### src/rtl/slice_serial_adder_seq.sv
// slice_serial_adder_seq: sequences WIDTH-bit adds through an external SLICE-bit ripple-adder partition, LSB slice first.
module slice_serial_adder_seq #(
  parameter int WIDTH = 12,
  parameter int SLICE = 3
) (
  input  logic             clk,
  input  logic             rst,
  input  logic             in_valid,
  output logic             in_ready,
  input  logic [WIDTH-1:0] in_a,
  input  logic [WIDTH-1:0] in_b,
  input  logic             in_cin,
  output logic [SLICE-1:0] slice_a,
  output logic [SLICE-1:0] slice_b,
  output logic             slice_cin,
  input  logic [SLICE-1:0] slice_sum,
  input  logic             slice_cout,
  output logic             out_valid,
  input  logic             out_ready,
  output logic [WIDTH-1:0] out_sum,
  output logic             out_cout
);
  localparam int NS = WIDTH / SLICE;
  localparam int IW = NS > 1 ? $clog2(NS) : 1;
  typedef enum logic [1:0] {IDLE, RUN, DONE} state_t;
  state_t r_state, w_next;
  logic [IW-1:0] r_idx;
  logic [WIDTH-1:0] r_a, r_b, w_mask, w_ins;
  logic [31:0] w_off;
  logic r_carry, w_run, w_last;
  if (WIDTH <= 0 || SLICE <= 0 || WIDTH % SLICE != 0) begin : g_chk
    $error("WIDTH must be a positive multiple of SLICE");
  end
  assign w_run = r_state == RUN;
  assign w_last = r_idx == IW'(NS - 1);
  assign w_off = 32'(r_idx) * SLICE;
  assign w_mask = WIDTH'({SLICE{1'b1}}) << w_off;
  assign w_ins = WIDTH'(slice_sum) << w_off;
  assign in_ready = r_state == IDLE;
  assign out_valid = r_state == DONE;
  // partition inputs are forced to 0 outside RUN so its output is never consumed stale
  assign slice_a = w_run ? SLICE'(r_a >> w_off) : '0;
  assign slice_b = w_run ? SLICE'(r_b >> w_off) : '0;
  assign slice_cin = w_run & r_carry;
  always_ff @(posedge clk)
    if (rst) r_state <= IDLE;
    else r_state <= w_next;
  always_comb begin
    w_next = r_state;
    w_next = (in_ready && in_valid) ? RUN :
             (w_run && w_last) ? DONE :
             (out_valid && out_ready) ? IDLE : r_state;
  end
  always_ff @(posedge clk)
    if (rst) begin
      r_a <= '0;
      r_b <= '0;
      r_carry <= 1'b0;
      r_idx <= '0;
      out_sum <= '0;
      out_cout <= 1'b0;
    end else if (in_ready && in_valid) begin
      r_a <= in_a;
      r_b <= in_b;
      r_carry <= in_cin;
      r_idx <= '0;
      out_sum <= '0;
    end else if (w_run) begin
      out_sum <= (out_sum & ~w_mask) | w_ins;
      r_carry <= slice_cout;
      r_idx <= w_last ? '0 : r_idx + IW'(1);
      if (w_last) out_cout <= slice_cout;
    end
endmodule
### config.mk
export PLATFORM = sky130hd
export DESIGN_NAME = slice_serial_adder_seq
export DESIGN_NICKNAME = d
export VERILOG_FILES = /design/src/rtl/slice_serial_adder_seq.sv
export SDC_FILE = /design/constraint.sdc
export NUM_CORES = 1
export LEC_CHECK = 0
export ABC_AREA = 1
export CORE_MARGIN = 5
export CORE_UTILIZATION = 30
export DETAILED_ROUTE_END_ITERATION = 10
export SLEW_MARGIN = 40
export SYNTH_ARGS = -nofsm -noshare
export SYNTH_HDL_FRONTEND = slang
export SYNTH_SLANG_ARGS = --single-unit
### constraint.sdc
create_clock -name clk -period 1.8 [get_ports clk]
set_input_delay 0.36 -clock clk [delete_from_list [all_inputs] [get_ports clk]]
set_output_delay 0.36 -clock clk [all_outputs]
set_load 0.05 [all_outputs]
==> flow_metrics.tcl <==
set metrics [dict create \
    worst_pin_slew_ps 295 \
    dieArea_um2 8130 \
    path_class "flop to primary output" \
    ff2ff_path_depth 5 \
    cap_violations 0 \
    status "completed" \
    wire_per_inst_um 11.7 \
    peakVddDrop_mv 0.369 \
    die_h_um 90.2 \
    rr_startpoint "r_idx[0]" \
    die_x_um 90.2 \
    synth_cells 279 \
    crit_arrival_ps 1380 \
    clock-sinks 42 \
    avgSynthCellArea_um2 6.91 \
    grt_usage_pct 12.2 \
    clk_path_buf_depth 2 \
    total_power_w 0.00205 \
    power_density_nw_per_um2 758 \
    portBuffers 54 \
    r2r_end "out_sum[9]" \
    cts_tree "built" \
    cts_buffers 5 \
    synth_area_leader_cell "dfxtp_1" \
    finalCriticalPeriod_ps 1740 \
    n_fill_cell 687 \
    nNetsFinal 371 \
    path_clk_slew_ps 90 \
    synth_most_common_cell "nor2_1" \
    r2r_slack_ps 520 \
    h-tree-depth 2 \
    ys_warn_count 0 \
    hold_violations 0 \
    antenna_found_initial 0 \
    rows 29 \
    grt-ovfl-total 0 \
    rsz0062_at_grt "yes" \
    clk_latency_ps 300 \
    drive_above_1_share_pct 16.7 \
    core-area_um2 6310 \
    post_cts_buffers 0 \
    end_kind "primary output" \
    ys_async_sr_fraction_pct 0 \
    drt_first_pass_iters 4 \
    relSlewSlack_pct 80.3 \
    grt_pass1_vias 1856 \
    hold_class "flop to flop" \
    fin_util_pct 42.8 \
    hold_ws_ps 471 \
    yosysSeqAreaShare_pct 43.6 \
    cp-endpoint "slice_b[1]" \
    synth_edf_count 0 \
    start_util_pct 30.5 \
    drt_first_iter_violations 112 \
    synthesis.nets 316 \
    report.final.slew_viol_count 0 \
    ys_seq_elements 42 \
    antenna_cells 0 \
    vias 1835 \
    grt_max_degree 29 \
    synth_top_area_share_pct 43.6 \
    start_kind "flop" \
    fmax_mhz 575 \
    wirelength_mm 4.82 \
    grt_pass1_wl_mm 8.42 \
    fin_area_um2 2700 \
    synth-main-ff-cell "dfxtp_1" \
    cp-startpoint "r_idx[0]" \
    synth_area_leaders "dfxtp_1 (44%), nor2_1 (11%), nand2_1 (11%), o21ai_0 (7.8%), nand3_1 (6.2%)" \
    crit_required_ps 1440 \
    setup_viol 0 \
    drtAntennaViolNets 0 \
    drc 0 \
    avgViaCountPerCell 4.45 \
    crit_fanout 25 \
    pin_count 55 \
    p_leak_nw 1.13 \
    min_period_over_period_pct 96.6 \
    syn_area_um2 1930 \
    dp_hpwl_mm 3.65 \
    yosys-top-cells-count "nor2_1 (58), nand2_1 (54), dfxtp_1 (42)" \
    fin_skew_ps 12.0 \
    root_buffer "clkbuf_8" \
    ctsHoldBuffers 0 \
    synthDistinctLibCells 21 \
    placed_area_um2 2570 \
    area_growth_pct 40.2 \
    gp_congestion 0.767 \
]
## how the worst min path moves through the flow
stage / start / to / slack, ps / cells after the start
final: out_sum[5] / out_sum[5] / 470 / 2
after global routing: out_sum[10] / out_sum[10] / 480 / 2
after CTS: out_sum[10] / out_sum[10] / 470 / 2
after detailed placement: out_sum[10] / out_sum[10] / 460 / 2
after global placement: out_cout / out_cout / 460 / 2
after floorplan: rst / out_cout / 430 / 1
## state kept, by name, summed over array words and instances (netlist names)
register and count:
r_b 12, out_sum 12, r_carry 1, r_a 12
r_idx 2, out_cout 1, r_state 2
## cells in the final DEF, fill, tap and decap left out, types with 2 or more instances in the layout
master	instances
nor2_4	2
nand3_1	24
inv_4	2
o21ai_0	27
nor2_2	2
nor2_1	56
clkbuf_8	5
nand2_1	54
dfxtp_1	39
buf_12	7
clkdlybuf4s50_1	32
ha_1	4
buf_4	20
o21ai_2	3
buf_6	3
dfxtp_2	2
inv_1	25
a21oi_2	3
a21oi_1	17
## critical path, stage by stage, from the launching register on
cell and delay (ps):
dfxtp_2 350, buf_12 160, nand2_1 70, nand3_1 110, a21oi_2 220, buf_12 160
## cells by family (layout without fill, tap and decap cells)
logic type | count (synthesis) | in the layout | synth area share (%)
AO/OA/AOI/OAI | 50 | 50 | 13.0
adder cells (fa/ha/maj) | 4 | 4 | 2.60
AND/OR/NAND/NOR | 141 | 141 | 30.5
buffers and inverters | 42 | 98 | 10.3
flip-flops | 42 | 42 | 43.6
## metal layers
layer / vias to the layer above / routed length (um) / GRT usage (%)
li1: 989 / - / -
met1: 809 / 2330 / 15.8
met2: 34 / 2230 / 20.0
met3: 3 / 232 / 3.67
met4: 0 / 32 / 2.61
met5: - / 0 / 0
## where the power goes
| part | leakage (nW) | internal, W | total (W) | switching, W |
|---|---|---|---|---|
| registers | 0.346 | 0.000986 | 0.00102 | 0.0000327 |
| logic | 0.739 | 0.000187 | 0.000428 | 0.000241 |
| clock network | 0.0441 | 0.000272 | 0.000604 | 0.000331 |
## metrics by stage
stage	setup slack [ps]	TNS, ps	instances
after floorplan	-143	-143	279
after global placement	207	0	404
after detailed placement	163	0	404
after CTS	7.08	0	412
after global routing	-1.80	-1.80	412
final	60.4	0	412
## cell type report
class | instances | area, um^2 | share of cell area (%)
multi-input combinational | 195 | 916 | 33.9
sequential | 42 | 847 | 31.3
timing repair buffer | 62 | 644 | 23.8
inverter | 28 | 110 | 4.07
tap | 77 | 96.3 | 3.56
clock buffer | 5 | 68.8 | 2.55
clock inverter | 3 | 21.3 | 0.787
## what timing repair did
item	in CTS	in global routing
setup endpoints to repair	7	8
gates resized for setup	4	11
pin swaps	0	1
Note: power is estimated with default switching activity, not from simulation.
